## src/rtl/y_rr_mux_reg.sv

```systemverilog
// y_rr_mux_reg: NCH-channel registered mux with valid/ready handshake and
// fixed-priority (MODE 0) or round-robin (MODE 1) arbitration.
module y_rr_mux_reg #(
    parameter int SIZE = 2,
    parameter int NCH  = 4,
    parameter int MODE = 1,
    parameter int CW   = $clog2(NCH)
) (
    input  logic                clk,
    input  logic                reset,
    input  logic [NCH-1:0]      in_valid,
    input  logic [NCH*SIZE-1:0] in_data,
    output logic [NCH-1:0]      in_ready,
    output logic                out_valid,
    output logic [SIZE-1:0]     out_data,
    output logic [CW-1:0]       out_ch,
    input  logic                out_ready
);
    logic [CW-1:0]   ptr;
    logic [CW-1:0]   gidx;
    logic [SIZE-1:0] gdata;
    logic            found;
    logic            load;

    // First pass covers ptr..NCH-1, second pass wraps around from 0.
    always_comb begin
        found = 1'b0;
        gidx  = '0;
        gdata = '0;
        for (int i = 0; i < NCH; i++)
            if (!found && in_valid[i] && (MODE == 0 || i >= int'(ptr))) begin
                found = 1'b1;
                gidx  = CW'(i);
                gdata = in_data[i*SIZE +: SIZE];
            end
        for (int i = 0; i < NCH; i++)
            if (!found && in_valid[i]) begin
                found = 1'b1;
                gidx  = CW'(i);
                gdata = in_data[i*SIZE +: SIZE];
            end
    end

    assign load     = ~out_valid | out_ready;
    assign in_ready = (found & load & ~reset) ? (NCH'(1) << gidx) : '0;

    always_ff @(posedge clk or posedge reset)
        if (reset) begin
            out_valid <= 1'b0;
            out_data  <= '0;
            out_ch    <= '0;
            ptr       <= '0;
        end else if (load) begin
            out_valid <= found;
            if (found) begin
                out_data <= gdata;
                out_ch   <= gidx;
                ptr      <= (gidx == CW'(NCH-1)) ? '0 : gidx + 1'b1;
            end
        end
endmodule

```

## config.mk

```make
export PLATFORM = sky130hd
export DESIGN_NAME = y_rr_mux_reg
export DESIGN_NICKNAME = d
export VERILOG_FILES = /design/src/rtl/y_rr_mux_reg.sv
export SDC_FILE = /design/constraint.sdc
export NUM_CORES = 1
export LEC_CHECK = 0
export ABC_AREA = 1
export CORE_MARGIN = 2
export CORE_UTILIZATION = 43
export DETAILED_ROUTE_END_ITERATION = 8
export PLACE_DENSITY = 0.88
export SETUP_SLACK_MARGIN = 0.05
export SYNTH_ARGS = -nofsm -noshare
export SYNTH_HDL_FRONTEND = slang
export SYNTH_SLANG_ARGS = --single-unit
```

## constraint.sdc

```tcl
create_clock -name clk -period 2.4 [get_ports clk]
set_input_delay 0.72 -clock clk [delete_from_list [all_inputs] [get_ports clk]]
set_output_delay 0.72 -clock clk [all_outputs]
set_load 0.02 [all_outputs]
```

==> results.ini <==
[cts]
clk_latency_ps = 260
htree_levels = 1
cts.sinks = 7
clkTransAtPathRegs_ps = 50
cts_tree = yes
clockBufferDepth = 2
ctsRootBufferMaster = clkbuf_4
numCtsBuffers = 3

[timing]
finalWorstSetupSlack_ps = -261
max_freq_mhz = 376
worst_pin_slew_ps = 263
hold_viol = 0
finalCriticalPeriod_ps = 2660
tns_ps = -948
setup_viol = 4
post-route-period-util_pct = 111
finClkSkew_ps = 5.23
slew_headroom_pct = 82.4
finalMaxSlewViolations = 0
rsz0062_at_grt = yes

[cells_and_area]
n_antenna_cell = 0
drive_gt1_share_pct = 50.6
nets = 176
syn_to_final_growth_pct = 102
finalNonFillerCells = 172

[placed_design]
dp_cells = 156
gp_congestion = 0.807
io_buffers = 23
dp_hpwl_um = 1590
dp_slack_ps = -1130

[floorplanning]
io_pins = 24
start_util_pct = 44.5
fp.dieW_um = 43.0
num_rows = 14
core-area_mm2 = 0.00147
dieArea_mm2 = 0.00185
die_y_um = 43.0

[setup_path]
crit_type = flip-flop to output port
end_kind = output port
worstPathMaxFanout = 4
reg2reg_from = ptr[1]
worstSetupStartpointType = flip-flop
worstPathArrival_ps = 1940
critPathLaunch = ptr[1]
cp.required_ps = 1680

[routing]
vias = 926
viasPerCell = 5.38
dr.first_iter.drc_count = 33
antenna_left = 0
wirelength_um = 2970
drt-pass1-iter-count = 4
wire_per_inst_um = 17.3
drcViolationCount = 0

[global_routing]
grt_pass1_wl_um = 3670
grt_max_degree = 11
first_global_vias = 854
overflow = 0
antenna_found_initial = 0
track_usage_pct = 27.7

[status]
violations = negative setup slack
status = finished, violations left

[yosys]
synth_top_area_share_pct = 26.8
synth_edf_count = 0
synth_cell_type_count = 20
syn_inst = 96
synth_area_um2 = 654
ys_seq_area_share_pct = 26.8
synth_top_cells_by_area = dfrtp_1, inv_1, nand2_1, ha_1, nand4_1
yosysWarnings = 0
yosys.area.top_type = dfrtp_1
ys_async_sr_fraction_pct = 100
synth-seq-cells = 7
synth_nets = 115
netlist_top_cells_count = inv_1, nand2_1, nor2_1, nand3_1, nand4_1
avgSynthCellArea_um2 = 6.82
yosysMostFrequentCell = inv_1
synth_ff_type = dfrtp_1

[power]
max-vdd-ir-drop_mv = 0.871
p_leak_nw = 0.672
p_per_area_mw_per_mm2 = 933

[hold_path]
hp-start = out_ch[0]
hold_path_class = flip-flop to flip-flop

[flow_run]
cap_violations = 0

-- worst max-delay path, cell delays in order, from the launching register on --
cell and delay, ps:
dfrtp_1 440, inv_2 100, nand3_4 120, nand4_1 250, nand3_2 210, buf_6 130
ha_4 140, inv_4 40, nor2_4 110, buf_6 130
-- registers in the layout, summed over array words and instances (netlist names) --
register / cells
out_ch: 2
out_data: 2
out_valid: 1
ptr: 2
-- area by class of cell --
cell class	instances	area, um^2
fill	68	149
multi-input combinational	66	510
tap	16	20.0
inverter	22	90.1
sequential	7	175
clock buffer	4	26.3
timing repair buffer	57	500
-- metal layers --
metal / wire [um] / up-vias / GRT usage [%]
met5: 0 / - / 0
met1: 1070 / 424 / 25.1
met3: 140 / 19 / 4.68
met2: 1570 / 60 / 51.5
met4: 184 / 0 / 23.6
li1: - / 423 / -
-- metrics by stage --
| step | power, W | cell area, um^2 | util, % | hold slack (ps) |
|---|---|---|---|---|
| after floorplan | 0.000533 | 679 | - | 513 |
| after global placement | 0.000814 | 1080 | 73.6 | 468 |
| after detailed placement | 0.000842 | 1080 | 73.6 | 474 |
| after CTS | 0.00111 | 1260 | 85.8 | 486 |
| after global routing | 0.00130 | 1320 | 89.9 | 516 |
| final | 0.00123 | 1320 | 89.9 | 512 |
-- path summary, 6_finish.rpt --
kind / to / slack [ps] / cells past startpoint
max in group asynchronous: ptr[0] / 1460 / 3
min in group asynchronous: out_data[1] / 820 / 3
worst min register to register: out_ch[0] / 510 / 2
worst max register to register: out_data[0] / 550 / 11
worst min-delay path: out_ch[0] / 510 / 2
worst max-delay path: in_ready[3] / -260 / 9
-- logic make-up (layout without fill, tap and decap cells) --
family                     count (synthesis)  after routing  share of synthesized area (%)
AOI/OAI and AO/OA                          5              5                           5.16
adders and majority gates                  4              4                           7.65
buffers and inverters                     23             83                           14.3
DFF                                        7              7                           26.8
and+or+nand+nor                           57             57                           46.1
-- layout by cell type (no fill, tap or decap) --
cell type	Yosys	final
buf_4	0	33
buf_6	1	6
buf_8	0	2
nand4_2	1	1
nand3_2	1	2
o21ai_1	1	1
nand3_1	9	7
clkbuf_1	0	1
nand2_1	17	15
dfrtp_1	7	7
nor2_2	1	2
clkdlybuf4s50_1	0	15
inv_2	1	7
buf_2	0	1
inv_1	21	12
nor2_4	1	5
o21ai_2	1	1
inv_4	0	3
o21ai_0	1	1
o21bai_1	2	2
nand2_4	1	5
nor2_1	13	8
nand2_2	4	2
nand3_4	1	2
nand4_1	8	8
clkbuf_4	0	3
ha_4	0	4
-- power by group --
part	switching (W)	internal, W
registers	0.0000452	0.000166
logic	0.000477	0.000437
clock network	0.0000449	0.0000635
total	0.000567	0.000667
-- what timing repair did --
item	CTS	global route
setup endpoints to repair	4	4
gates resized for setup	66	11
pin swaps	16	7
hold buffers	0	0
setup buffers	9	3
hold endpoints to repair	0	0
Power figures use the tool's default switching activity.
==> RTL change: new RTL, same flow settings <==
`SIZE`: 2 -> 1.
--- a/src/rtl/y_rr_mux_reg.sv
+++ b/src/rtl/y_rr_mux_reg.sv
@@ -2,5 +2,5 @@
 // fixed-priority (MODE 0) or round-robin (MODE 1) arbitration.
 module y_rr_mux_reg #(
-    parameter int SIZE = 2,
+    parameter int SIZE = 1,
     parameter int NCH  = 4,
     parameter int MODE = 1,
Ports: changed (resized in_data and out_data); port bits go from 24 to 19. The function was not compared with the original's and may differ.
==> RTL change against the original RTL <==
  * The run still ends with negative setup slack left
  * Setup slack lost 71 ps
  * Area after synthesis decreased by 17%
  * Combinational power shrank 23%
  * Cell area fell by 18%
  * Clock power down 4%
  * First-iteration DRC count is 27% higher
  * Power fell by 19%
  * Sequential cell count is 1 lower
  * Routed wire length is 11% lower
  * Critical path type unchanged
  * Critical endpoint is now in_ready[1]
  * Largest cell class unchanged
  * Highest routed layer unchanged
==> RTL change: results (changes against the original RTL) <==
metric,value,unit,change
clk pwr,104,uW,-4%
DPL Wire Length,1240,um,-22%
VDD IR-drop max,0.645,mV,-26%
Placer Congestion,0.875,,+8.4%
Setup Skew,1.56,ps,-3.67 ps
Top Registers,"out_ch x2, ptr x2",,
DP Worst Slack,-1070,ps,+60.2 ps
status,"finished, violations left",,
flop2flop setup slack,510,ps,-40 ps
GR met3 Demand/Resource,4.55,%,-0.14 points
synth top area cells,"dfrtp_1, inv_1, nand2_1",,
Worst Setup SP,ptr[0]$_DFFE_PP0P_,,
met2 usage,54.9,%,+3.4 points
Final WS setup,-332,ps,-70.9 ps
Net Sw Frac,47.6,%,+1.7 points
failing checks,negative setup slack,,
M1 wire length,994,um,-7.0%
crit path DAT,2010,ps,+70 ps
Synth cell types,12,,-40%
number of vias per cell,5.80,,+7.7%
dpl cell area,860,um^2,-21%
first-pass GRT wire length,2970,um,-19%
layout cells sized above 1,61.2,%,+11 points
leak pwr,0.545,nW,-19%
worst hold path endpoint,out_data$_DFFE_PP0P_,,
final setup fails,4,,unchanged
Reg-to-Reg Start,ptr[0]$_DFFE_PP0P_,,
R2R cell count,13,,+2
-- RTL change: logic make-up (layout without fill, tap and decap cells) --
group | Yosys count | count (layout) | synth area share (%)
compound gates | 4 | 4 | 6.47
fa+ha+maj | 4 | 4 | 9.24
buf+inv | 18 | 61 | 15.5
flops | 6 | 6 | 27.7
simple gates | 46 | 46 | 41.1
-- RTL change: metrics by stage --
step	TNS, ps	hold WS [ps]	cells
global route	-1410	553	135
finish	-1260	537	135
floorplan	0	477	78
global placement	-4010	471	122
CTS	-794	490	131
detailed placement	-4220	478	122
-- RTL change: repair_timing --
| item | CTS | global route |
|---|---|---|
| setup buffers | 6 | 4 |
| pin swaps | 11 | 6 |
| endpoints found under the setup margin | 4 | 4 |
| resized for setup | 63 | 12 |
| hold endpoints to repair | 0 | 0 |
-- RTL change: final cells by class --
cell class                      count  share of cell area, %
Tap cell                           14                   1.61
Multi-Input combinational cell     54                   41.9
Timing Repair Buffer               41                   34.1
Inverter                           17                   6.34
Sequential cell                     6                   13.9
Clock buffer                        3                   2.07
